[config.mk]
export PLATFORM = sky130hd
export DESIGN_NAME = layer_output_packer
export DESIGN_NICKNAME = d
export VERILOG_FILES = /design/src/rtl/layer_output_packer.sv
export SDC_FILE = /design/constraint.sdc
export NUM_CORES = 1
export LEC_CHECK = 0
export ABC_CLOCK_PERIOD_IN_PS = 2250
export CORE_ASPECT_RATIO = 1.25
export CORE_MARGIN = 1.5
export CORE_UTILIZATION = 25
export DETAILED_ROUTE_END_ITERATION = 8
export GPL_ROUTABILITY_DRIVEN = 1
export PLACE_DENSITY = 0.53
export SYNTH_ARGS = -nofsm -noshare
export SYNTH_HDL_FRONTEND = slang
export SYNTH_SLANG_ARGS = --single-unit
[constraint.sdc]
create_clock -name clk -period 2.25 [get_ports clk]
set_input_delay 0.5625 -clock clk [delete_from_list [all_inputs] [get_ports clk]]
set_output_delay 0.5625 -clock clk [all_outputs]
set_load 0.01 [all_outputs]
[src/rtl/layer_output_packer.sv]
// layer_output_packer
//   Collects PARALLEL_NEURONS binarised neuron outputs per input beat into a
//   NUM_NEURONS-bit activation vector. Once the vector is complete, it streams
//   the vector to the next layer PARALLEL_INPUTS bits per beat over valid/ready.
//   There is a single buffer, so filling and draining never overlap.
//
// Ports
//   clk        : clock
//   rst        : synchronous active-high reset
//   in_valid   : in_data carries PARALLEL_NEURONS neuron outputs
//   in_data    : neuron outputs, bit i -> neuron (group_base + i)
//   in_ready   : block can accept an input beat (FILL state, not in reset)
//   out_valid  : out_data holds a valid activation slice (DRAIN state)
//   out_ready  : downstream accepts the current beat
//   out_data   : activation slice, bit j -> activation (beat*PARALLEL_INPUTS + j)
//   out_last   : current beat is the final slice of the layer
//   layer_done : one-cycle pulse on the final output handshake
module layer_output_packer #(
    parameter int NUM_NEURONS      = 8,
    parameter int PARALLEL_NEURONS = 2,
    parameter int PARALLEL_INPUTS  = 4
) (
    input  logic                        clk,
    input  logic                        rst,
    input  logic                        in_valid,
    input  logic [PARALLEL_NEURONS-1:0] in_data,
    output logic                        in_ready,
    output logic                        out_valid,
    input  logic                        out_ready,
    output logic [PARALLEL_INPUTS-1:0]  out_data,
    output logic                        out_last,
    output logic                        layer_done
);

    localparam int CW       = $clog2(NUM_NEURONS + 1);
    localparam int N_GROUPS = NUM_NEURONS / PARALLEL_NEURONS;
    localparam int N_BEATS  = NUM_NEURONS / PARALLEL_INPUTS;

    localparam logic [0:0] S_FILL  = 1'b0;
    localparam logic [0:0] S_DRAIN = 1'b1;

    if ((NUM_NEURONS % PARALLEL_NEURONS) != 0) begin : g_chk_pn
        $error("NUM_NEURONS must be a multiple of PARALLEL_NEURONS");
    end
    if ((NUM_NEURONS % PARALLEL_INPUTS) != 0) begin : g_chk_pi
        $error("NUM_NEURONS must be a multiple of PARALLEL_INPUTS");
    end

    logic [0:0]             state_q, state_d;
    logic [CW-1:0]          fill_cnt_q, fill_cnt_d;
    logic [CW-1:0]          drain_cnt_q, drain_cnt_d;
    logic [NUM_NEURONS-1:0] buf_q, buf_d;
    logic                   in_acc;
    logic                   out_hs;

    // Handshake outputs are gated by rst so that a reset arriving in DRAIN
    // suppresses out_valid for the aborted layer in the same cycle.
    assign in_ready   = (state_q == S_FILL) && !rst;
    assign out_valid  = (state_q == S_DRAIN) && !rst;
    assign out_last   = out_valid && (drain_cnt_q == CW'(NUM_NEURONS - PARALLEL_INPUTS));
    assign in_acc     = in_valid && in_ready;
    assign out_hs     = out_valid && out_ready;
    assign layer_done = out_hs && out_last;

    // Slice mux: the drain counter only ever holds multiples of
    // PARALLEL_INPUTS, so compare against each legal beat offset.
    always_comb begin
        out_data = '0;
        for (int b = 0; b < N_BEATS; b++) begin
            if (drain_cnt_q == CW'(b * PARALLEL_INPUTS)) begin
                out_data = buf_q[b*PARALLEL_INPUTS +: PARALLEL_INPUTS];
            end
        end
    end

    // Buffer write: the slot selected by fill_cnt_q takes in_data on accept.
    always_comb begin
        buf_d = buf_q;
        if (in_acc) begin
            for (int g = 0; g < N_GROUPS; g++) begin
                if (fill_cnt_q == CW'(g * PARALLEL_NEURONS)) begin
                    buf_d[g*PARALLEL_NEURONS +: PARALLEL_NEURONS] = in_data;
                end
            end
        end
    end

    always_comb begin
        state_d     = state_q;
        fill_cnt_d  = fill_cnt_q;
        drain_cnt_d = drain_cnt_q;
        case (state_q)
            S_FILL: begin
                if (in_acc) begin
                    if (fill_cnt_q == CW'(NUM_NEURONS - PARALLEL_NEURONS)) begin
                        fill_cnt_d = '0;
                        state_d    = S_DRAIN;
                    end else begin
                        fill_cnt_d = fill_cnt_q + CW'(PARALLEL_NEURONS);
                    end
                end
            end
            S_DRAIN: begin
                if (out_hs) begin
                    if (out_last) begin
                        drain_cnt_d = '0;
                        state_d     = S_FILL;
                    end else begin
                        drain_cnt_d = drain_cnt_q + CW'(PARALLEL_INPUTS);
                    end
                end
            end
            default: state_d = S_FILL;
        endcase
    end

    always_ff @(posedge clk) begin
        if (rst) begin
            state_q     <= S_FILL;
            fill_cnt_q  <= '0;
            drain_cnt_q <= '0;
        end else begin
            state_q     <= state_d;
            fill_cnt_q  <= fill_cnt_d;
            drain_cnt_q <= drain_cnt_d;
        end
    end

    // Activation storage is data only and carries no reset.
    always_ff @(posedge clk) begin
        buf_q <= buf_d;
    end

endmodule

# After elaboration in Yosys (flattened, before gate mapping)
# Index checks and enable logic that the tools add are counted.
# op_classes
addsub,2
eq_ne,4
muxes,9
n_bitwise,1
n_reduce_logical,15
# op_table
op,count
2-to-1 mux 4 bit,4
equality test 4 x 3 -> 1 bit (second input constant),3
AND reduction 2 bit,6
zero test 4 bit,2
logical AND 1 bit,6
adder 4 x 2 -> 4 bit (second input constant),1
adder 4 x 3 -> 4 bit (second input constant),1
equality test 4 x 2 -> 1 bit (second input constant),1
2-to-1 mux 1 bit,4
case mux 1 bit (2 select lines),1
zero test 1 bit,1
inverter 1 bit,1
# totals
reg_bits,17
word_cells,38

# Longest topological paths before layout
# depth
word_depth,6
depth_mapped,6

# Worst setup path after synthesis
# Ideal clock, no wire load.
# synth_path
kind,in2reg
from,input rst
to,register buf_q[4] (enable)
arrival_ns,1.539
t_required_ns,1.895
slack_ns,0.356
cell_stages,4
n_path_buf,2
path_cell_list,buf_6 -> or3b_4 -> buf_6 -> nor4b_1
# synth_via
elab_chain_len,4
# synth_rtl
item,line,text
start: declaration,24,"input logic rst,"
zero test 1 bit,58,assign in_ready = (state_q == S_FILL) && !rst;
logical AND 1 bit,58,
logical AND 1 bit,61,assign in_acc = in_valid && in_ready;
AND reduction 2 bit (no line),--,
end signal: assignment,131,buf_q <= buf_d;
end: declaration,52,"logic [NUM_NEURONS-1:0] buf_q, buf_d;"
# No other way between the ends.
# A chain may end at the register's enable or synchronous reset.

# Worst setup path in the final report
# layout_path
from,input rst
to,output layer_done
# layout_via
elab_chain_len,4
elab_cells_between_ends,5
# layout_rtl
item,line,text
zero test 1 bit (*),59,assign out_valid = (state_q == S_DRAIN) && !rst;
logical AND 1 bit (*),59,
"logical AND 1 bit, on equally long branches","62, 60",
logical AND 1 bit (*),63,assign layer_done = out_hs && out_last;
end: declaration,32,output logic layer_done
# Every way passes the cells marked *; elsewhere a longest branch is shown, timed or not.

==> flow_summary.yaml <==
power_and_ir_drop:
  seq_power_share: 0.604
  combinationalPowerShare: 0.104
  p_switching_w: 0.0000990
  ir_worst_vdd_v: 0.000326
  p_int_w: 0.000372
  p_per_area_mw_per_mm2: 517
  p_leak_nw: 0.373
  pwr-share-clk: 0.291
  p_sw_frac: 0.210
setup_path:
  worst_ep_arrival_time_ns: 1.65
  crit_buf_inv: 2
  critPathCaptureType: "output pin"
  path_max_fanout: 4
  setup.worst_path.class: "input pin to output pin"
  crit_family: "buffers and inverters"
  cp-start-kind: "input pin"
  crit_required_ns: 1.69
  cp_cell_sequence: "clkdlybuf4s50_1 -> and2b_2 -> and3_1 -> clkdlybuf4s15_1"
  slowest_delay_ns: 0.47
  crit_slowest_cell: "clkdlybuf4s50_1"
synthesis:
  syn_area_um2: 669
  ys_ff_latch: 14
  yosys_warnings: 0
  yosysTopAreaCellShare: 0.359
  synth_cells: 56
  syn_avg_cell_area_um2: 12.0
  yosysTopAreaCell: "edfxtp_1"
  synth_area_leaders: "edfxtp_1 (36%), dfxtp_1 (18%), ha_1 (5.6%)"
  synthDistinctLibCells: 29
  synth-seq-area-share: 0.538
  syn-num-nets: 65
clock_tree:
  hold_buffers: 0
  numCtsBuffers: 3
  cts_setup_buffers: 0
  cts_sinks: 14
  root_buffer: "clkbuf_4"
  clk_latency_ns: 0.27
  cts.path.max_buffers: 2
  clk_pin_slew_worst_paths_ns: 0.08
  h-tree-depth: 1
  cts_tree: "yes"
floorplanning:
  rows: 20
  die_w_um: 49.3
  initial_utilization: 0.270
  die_area_mm2: 0.00300
  ioPinCount: 14
  placeableCoreArea_mm2: 0.00248
  die_h_um: 60.9
route:
  vias_per_cell: 4.38
  drt-initial-drc-count: 4
  drc_errors: 0
  wirelength_um: 1080
  drt_pre_antenna_iters: 2
  post_drt_wl_per_cell_um: 9.63
  antenna_left: 0
  vias: 490
sta:
  clock.fmax_mhz: 452
  rsz0062_at_grt: "no"
  min_period_over_period: 0.984
  hold_viol: 0
  period_needed_ns: 2.21
  drv_slew: 0
  worst_pin_slew_ns: 0.341
  slew_headroom: 0.772
  fin_worst_hold_slack_ns: 0.455
  fin_ws_ns: 0.0359
  fin_skew_ns: 0.000270
  report.final.setup_viol: 0
finish:
  final_common_cell: "buf_4"
  drive_gt1_frac: 0.253
  nets: 89
  final_util: 0.368
  n_fill_cell: 251
  fin_area_um2: 911
  area_delta_synth_final_pct: 36.1
  insertedDiodeCount: 0
  finalNonFillerCells: 112
  layout_common_cells: "buf_4 (9), edfxtp_1 (8), nand2_1 (6)"
place:
  dpl-instance-area_um2: 882
  place_ws_ns: -0.220
  dpl.hpwl_um: 842
  placed_cells: 108
  io_buffers: 13
  gp_congestion: 0.725
global_routing:
  grt_use_total: 0.0840
  grt_overflow: 0
  grt_max_degree: 9
  grt_pass1_vias: 469
  antenna_found_initial: 0
  grt_pass1_wl_um: 1880
flow_run:
  drv_cap: 0
hold_path:
  hp-class: "register to register"
status:
  status: "finished clean"
layout make-up:
| class | instances | area [um2] | share of cell area |
|---|---|---|---|
| sequential | 14 | 362 | 0.397 |
| multi-input combinational | 37 | 280 | 0.308 |
| timing repair buffer | 22 | 194 | 0.213 |
| tap | 33 | 41.3 | 0.0453 |
| clock buffer | 3 | 22.5 | 0.0247 |
| inverter | 2 | 7.51 | 0.00824 |
| clock inverter | 1 | 3.75 | 0.00412 |
worst min-delay path: stages (launching register included):
cell	delay (ns)
dfxtp_1	0.31
nand2_1	0.05
a21oi_1	0.05
power groups by stage:
stage | Combinational (W) | Sequential, W | Clock (W)
2_1_floorplan | 0.0000260 | 0.000289 | 0
3_3_place_gp | 0.0000525 | 0.000290 | 0
3_5_place_dp | 0.0000523 | 0.000290 | 0
4_1_cts | 0.0000504 | 0.000285 | 0.000141
5_1_grt | 0.0000550 | 0.000286 | 0.000151
6_report | 0.0000492 | 0.000284 | 0.000137
stage by stage:
step,setup TNS [ns],total power [W]
after floorplan,0,0.000315
after global placement,-0.860,0.000343
after detailed placement,-0.895,0.000343
after CTS,0,0.000476
after global routing,0,0.000492
final,0,0.000471
routing by layer:
metal | vias up | routed length [um] | track usage
met5 | - | 0 | 0
met4 | 0 | 35 | 0.0735
met3 | 4 | 28 | 0.00739
met2 | 9 | 554 | 0.158
met1 | 230 | 460 | 0.0845
li1 | 247 | - | -
cells by family (layout without fill, tap and decap cells):
group                      after synthesis  count (layout)  synth area share
adders and majority gates                3               3            0.0561
AOI/OAI and AO/OA                        7               7            0.0729
and+or+nand+nor                         24              24             0.241
muxes                                    1               1            0.0150
DFF                                     14              14             0.538
xor gates and xnor gates                 2               2            0.0262
buffers and inverters                    5              28            0.0505
synthesized netlist by cell type, drive strengths merged:
cell type	instances
nand4b	1
nor4b	2
nor3	2
and2b	1
or3b	1
mux2i	1
nor2	4
nand3b	1
xnor2	1
nand2	6
nor4	1
and4bb	1
buf	2
o21ai	1
a22o	3
clkbuf	1
xor2	1
edfxtp	8
inv	2
and3	1
dfxtp	6
a21oi	2
and2	1
nand3	1
ha	3
nor2b	1
a21o	1
flip-flops by register name (all words and copies together), names as in the netlist:
signal / flops
buf_q: 8
drain_cnt_q: 2
fill_cnt_q: 3
state_q: 1
worst paths after layout:
check	start	to	slack (ns)	cells past startpoint
setup / recovery	rst	layer_done	0.04	4
hold / removal	drain_cnt_q[3]	drain_cnt_q[3]	0.46	2
setup reg to reg	state_q	buf_q[4]	0.74	3
hold reg to reg	drain_cnt_q[3]	drain_cnt_q[3]	0.46	2
what timing repair did:
item	CTS	global route
endpoints found under the setup margin	8	2
hold endpoints to repair	0	0
gates resized for setup	11	2
(Power assumes the default switching activity.)
